**src/rtl/ro_pair_measure.sv**
```systemverilog
// Ring-oscillator pair measurement controller: clears, gates and compares one RO pair at a time.
// Latency: RESP_BITS*(W+4)+1 cycles from the accepted start edge to the resp_valid pulse.
// Backpressure: none; start is sampled only in IDLE, and a start while busy is dropped.
module ro_pair_measure #(
  parameter int CNT_SIZE  = 32,
  parameter int WIN_SIZE  = 16,
  parameter int RESP_BITS = 8,
  localparam int SEL_W    = $clog2(RESP_BITS)
) (
  input  logic                 clk,
  input  logic                 reset,
  input  logic                 start,
  input  logic [WIN_SIZE-1:0]  window,
  input  logic [CNT_SIZE-1:0]  cnt_a,
  input  logic [CNT_SIZE-1:0]  cnt_b,
  output logic                 cnt_en,
  output logic                 cnt_clr,
  output logic [SEL_W-1:0]     pair_sel,
  output logic                 busy,
  output logic                 resp_valid,
  output logic [RESP_BITS-1:0] response,
  output logic [RESP_BITS-1:0] tie_mask
);

  typedef enum logic [2:0] {
    S_IDLE    = 3'd0,
    S_CLEAR   = 3'd1,
    S_COUNT   = 3'd2,
    S_SETTLE  = 3'd3,
    S_COMPARE = 3'd4,
    S_DONE    = 3'd5
  } state_t;

  state_t               state_q, state_d;
  logic [WIN_SIZE-1:0]  win_m1_q, win_m1_d;   // window length minus one, 0 and 1 both map to 0
  logic [WIN_SIZE-1:0]  timer_q, timer_d;
  logic                 settle_q, settle_d;   // second settle cycle marker
  logic [SEL_W-1:0]     pair_sel_q, pair_sel_d;
  logic [RESP_BITS-1:0] sh_resp_q, sh_resp_d;
  logic [RESP_BITS-1:0] sh_tie_q, sh_tie_d;

  logic                 cnt_en_q, cnt_en_d;
  logic                 cnt_clr_q, cnt_clr_d;
  logic                 busy_q, busy_d;
  logic                 resp_valid_q, resp_valid_d;
  logic [RESP_BITS-1:0] response_q, response_d;
  logic [RESP_BITS-1:0] tie_mask_q, tie_mask_d;

  logic last_pair;
  assign last_pair = (pair_sel_q == SEL_W'(RESP_BITS - 1));

  // State register
  always_ff @(posedge clk or negedge reset) begin
    if (!reset) state_q <= S_IDLE;
    else        state_q <= state_d;
  end

  // Next-state selection
  always_comb begin
    state_d = state_q;
    case (state_q)
      S_IDLE:    if (start) state_d = S_CLEAR;
      S_CLEAR:   state_d = S_COUNT;
      S_COUNT:   if (timer_q == '0) state_d = S_SETTLE;
      S_SETTLE:  if (settle_q) state_d = S_COMPARE;
      S_COMPARE: state_d = last_pair ? S_DONE : S_CLEAR;
      S_DONE:    state_d = S_IDLE;
      default:   state_d = S_IDLE;
    endcase
  end

  // Datapath next values: window latch, countdown timer, pair index and result shadows
  always_comb begin
    win_m1_d   = win_m1_q;
    timer_d    = timer_q;
    settle_d   = settle_q;
    pair_sel_d = pair_sel_q;
    sh_resp_d  = sh_resp_q;
    sh_tie_d   = sh_tie_q;
    case (state_q)
      S_IDLE: begin
        if (start) begin
          win_m1_d   = (window == '0) ? '0 : window - WIN_SIZE'(1);
          pair_sel_d = '0;
        end
      end
      S_CLEAR: timer_d = win_m1_q;
      S_COUNT: begin
        settle_d = 1'b0;
        if (timer_q != '0) timer_d = timer_q - WIN_SIZE'(1);
      end
      S_SETTLE: settle_d = ~settle_q;
      S_COMPARE: begin
        sh_resp_d[pair_sel_q] = (cnt_a > cnt_b);
        sh_tie_d[pair_sel_q]  = (cnt_a == cnt_b);
        if (!last_pair) pair_sel_d = pair_sel_q + SEL_W'(1);
      end
      S_DONE: pair_sel_d = '0;
      default: ;
    endcase
  end

  // Datapath registers
  always_ff @(posedge clk or negedge reset) begin
    if (!reset) begin
      win_m1_q   <= '0;
      timer_q    <= '0;
      settle_q   <= 1'b0;
      pair_sel_q <= '0;
      sh_resp_q  <= '0;
      sh_tie_q   <= '0;
    end else begin
      win_m1_q   <= win_m1_d;
      timer_q    <= timer_d;
      settle_q   <= settle_d;
      pair_sel_q <= pair_sel_d;
      sh_resp_q  <= sh_resp_d;
      sh_tie_q   <= sh_tie_d;
    end
  end

  // Output decode from the upcoming state so every output is a flop aligned with that state
  always_comb begin
    cnt_clr_d    = (state_d == S_CLEAR);
    cnt_en_d     = (state_d == S_COUNT);
    busy_d       = (state_d != S_IDLE);
    resp_valid_d = (state_d == S_DONE);
    response_d   = response_q;
    tie_mask_d   = tie_mask_q;
    if (state_d == S_DONE) begin
      // shadow _d already holds the bit written by the final compare
      response_d = sh_resp_d;
      tie_mask_d = sh_tie_d;
    end
  end

  // Output registers
  always_ff @(posedge clk or negedge reset) begin
    if (!reset) begin
      cnt_en_q     <= 1'b0;
      cnt_clr_q    <= 1'b0;
      busy_q       <= 1'b0;
      resp_valid_q <= 1'b0;
      response_q   <= '0;
      tie_mask_q   <= '0;
    end else begin
      cnt_en_q     <= cnt_en_d;
      cnt_clr_q    <= cnt_clr_d;
      busy_q       <= busy_d;
      resp_valid_q <= resp_valid_d;
      response_q   <= response_d;
      tie_mask_q   <= tie_mask_d;
    end
  end

  assign cnt_en     = cnt_en_q;
  assign cnt_clr    = cnt_clr_q;
  assign pair_sel   = pair_sel_q;
  assign busy       = busy_q;
  assign resp_valid = resp_valid_q;
  assign response   = response_q;
  assign tie_mask   = tie_mask_q;

endmodule

```
**config.mk**
```make
export PLATFORM = sky130hd
export DESIGN_NAME = ro_pair_measure
export DESIGN_NICKNAME = d
export VERILOG_FILES = /design/src/rtl/ro_pair_measure.sv
export SDC_FILE = /design/constraint.sdc
export NUM_CORES = 1
export LEC_CHECK = 0
export CAP_MARGIN = 20
export CORE_MARGIN = 2
export CORE_UTILIZATION = 40
export CTS_BUF_LIST = sky130_fd_sc_hd__clkbuf_16
export DETAILED_ROUTE_END_ITERATION = 8
export GPL_TIMING_DRIVEN = 0
export PLACE_DENSITY = 0.65
export SYNTH_ARGS = -nofsm -noshare
export SYNTH_HDL_FRONTEND = slang
export SYNTH_SLANG_ARGS = --single-unit
```
**constraint.sdc**
```tcl
create_clock -name clk -period 5.4 [get_ports clk]
set_input_delay 0.81 -clock clk [delete_from_list [all_inputs] [get_ports clk]]
set_output_delay 0.81 -clock clk [all_outputs]
set_load 0.005 [all_outputs]
```
==> out/metrics.cfg <==
[worst_setup_path]
critPathLaunch = cnt_b[14]
critPathTopFamily = simple AND/OR/NAND/NOR gates
cp.required_ns = 5.60
cp_max_fo = 10
worstPathCellList = clkdlybuf4s50_1 -> inv_1 -> ha_1 -> nand4_1 -> nor4_1 -> and2_1 -> a31oi_1 -> a21oi_1 -> clkbuf_1 -> o21ai_0
critPathCaptureType = flop
cp-start-kind = primary input
worstSetupPathType = in2reg
crit_slowest_cell = a21oi_1
rr_startpoint = timer_q[0]
slowest_delay_ns = 0.54
crit_buf_inv = 3
critPathArrivalTime_ns = 3.81

[synthesis]
syn_nets = 613
syn-cell-area_um2 = 4400
ys_seq_area_share_pct = 42.7
ys_types = 51
syn_avg_cell_area_um2 = 8.90
synth_flop_cell = dfrtp_1
synth_edf_count = 0
synth_cells = 494
synth-seq-cells = 75
async_reset_ff_share_pct = 100
ys_warn_count = 0

[die]
die_y_um = 109
die_area_um2 = 11800
ioPinCount = 106
die_w_um = 109
rows = 38
core_region_area_um2 = 10800
start_util_pct = 40.7

[clocking]
clock_latency_ns = 0.34
cts-htree-levels = 3
ctsHoldBuffers = 0
tritoncts = done
cts-resized-gates = 0
path_clk_slew_ns = 0.06
clock_sinks = 75
numCtsBuffers = 9
clk_path_buf_depth = 2
post-cts-setup-buffers = 0
cts_root_buf = clkbuf_16

[timing]
relSlewSlack_pct = 54.9
max_freq_mhz = 276
fin_crit_sh_pct = 67.0
setup_viol = 0
fin_ws_ns = 1.78
skew_ns = 0.00808
slew_violations = 0
setup-tns-final_ns = 0
hold_viol = 0
rsz0062_at_grt = false
worst_slew_pin_slew_ns = 0.676
finalCriticalPeriod_ns = 3.62
holdWs_ns = 0.334

[detailed_routing]
vias = 4032
wl_um = 10800
first_pass_iters = 4
ant_nets = 0
wire_per_inst_um = 14.3
post-route-drc-count = 0
via_per_inst = 5.33
drt_iter0_drc = 230

[power]
leakagePower_nw = 2.67
vdd_ir_drop_max_mv = 0.233
seqPwrFrac_pct = 36.9
switching_share_pct = 35.4
p_int_mw = 1.40
p_clk_share_pct = 27.9
p_per_area_nw_per_um2 = 364
pwr-share-comb_pct = 35.2
p_switching_uw = 768

[placed_design]
dpl.hpwl_um = 8360
dp_slack_ns = 1.49
dpl_cell_area_um2 = 5650
portBuffers = 105
gp_congestion = 0.790

[flow_run]
drv_cap = 0

[global_routing]
grt_overflow = 0
grt_pass1_vias = 3937
grt_max_degree = 60
track_usage_pct = 19.4
grt_pass1_wl_um = 18200
antenna_found_initial = 0

[finish]
post-route-cell-area_um2 = 5950
areaGrowthSynthToFinish_pct = 35.3
drive_above_1_share_pct = 6.17
layout_commonest_cell = clkdlybuf4s50_1
layout_common_cells = 104 x clkdlybuf4s50_1, 75 x dfrtp_1, 58 x nand2_1
fillers = 966
layout.nets = 730
diodes = 0
multi_input_area_um2 = 2260
register_area_um2 = 1880

[outcome]
status = finished, final reports clean

[min_path]
hold_path.class = in2async

worst register-to-register path, delay by kind of cell (launching register included):
family,cells,cell delay (ns)
adder cells (fa/ha/maj),1,0.18
buffers and inverters,5,0.66
AND/OR/NAND/NOR,3,0.89
AO/OA/AOI/OAI,2,0.62
flip-flops,1,0.39
kinds of logic after synthesis:
family,share of synthesized area (%)
adders and majority gates,10.2
muxes,1.96
buffers and inverters,5.86
AOI/OAI and AO/OA,17.4
and+or+nand+nor,19.4
DFF,42.7
xor gates and xnor gates,2.39
worst paths after layout:
| kind | depth (start not counted) | to | slack (ns) |
|---|---|---|---|
| setup / recovery | 10 | sh_resp_q[3] | 1.78 |
| hold / removal | 1 | response[4] | 0.33 |
| setup reg to reg | 11 | timer_q[5] | 2.57 |
| hold reg to reg | 2 | sh_tie_q[6] | 0.47 |
| max in group asynchronous | 2 | timer_q[10] | 4.51 |
| min in group clk | 2 | sh_tie_q[6] | 0.47 |
power by group through the flow:
| stage | Combinational (mW) | Clock (mW) | Sequential (mW) |
|---|---|---|---|
| floorplan | 0.519 | 0 | 0.776 |
| global placement | 0.733 | 0 | 0.800 |
| detailed placement | 0.761 | 0 | 0.806 |
| CTS | 0.767 | 0.613 | 0.798 |
| global route | 0.862 | 0.636 | 0.818 |
| finish | 0.764 | 0.604 | 0.799 |
layer usage:
metal / global-route usage [%] / wire, µm / vias up
met3: 4.18 / 622 / 10
met2: 31.9 / 5050 / 112
met5: 0 / 0 / -
met4: 6.78 / 163 / 0
li1: - / - / 1993
met1: 25.3 / 4950 / 1917
per-stage QoR:
| stage | instances | power, mW | util [%] |
|---|---|---|---|
| after global placement | 739 | 1.53 | 52.1 |
| after floorplan | 494 | 1.30 | - |
| after CTS | 756 | 2.18 | 55.1 |
| final | 756 | 2.17 | 55.1 |
| after global routing | 756 | 2.32 | 55.1 |
| after detailed placement | 740 | 1.57 | 52.3 |
synth_stat cells, drive strengths merged (2+ instances only):
cell type  instances  area [µm²]
a21o               2        15.0
nand2b             2        12.5
a22oi              4        45.1
mux2i              3        30.0
nor2              29         109
xor2               3        26.3
o21ai             56         280
and3               5        31.3
nor2b              4        25.0
inv               46         175
dfrtp             75        1880
nor3              10        50.1
mux2               5        56.3
nand2             58         218
buf                3        30.0
or3                5        31.3
xnor2              9        78.8
or4                6        52.6
a221oi             2        17.5
nor4               8        50.1
and2               5        31.3
clkbuf            14        52.6
nor3b              2        15.0
ha                36         450
a31oi              9        56.3
o31ai              8        60.1
o2bb2ai            2        17.5
or2                5        31.3
nand3             16        80.1
or3b               2        17.5
a21oi             33         165
nand4             13        81.3
o211ai             2        15.0
area by class of cell:
type	count	share of cell area, %
buffer	17	1.39
clock buffer	9	3.79
clock inverter	7	1.24
inverter	46	2.95
multi-input combinational	356	38.0
sequential	75	31.6
tap	140	2.95
timing repair buffer	106	18.1
flip-flops by register name, summed over array words and instances, names as in the netlist, 3 cells and up:
register / flops
tie_mask: 8
sh_resp_q: 8
sh_tie_q: 8
win_m1_q: 16
state_q: 3
timer_q: 16
response: 8
pair_sel: 3
Power figures use the tool's default switching activity.
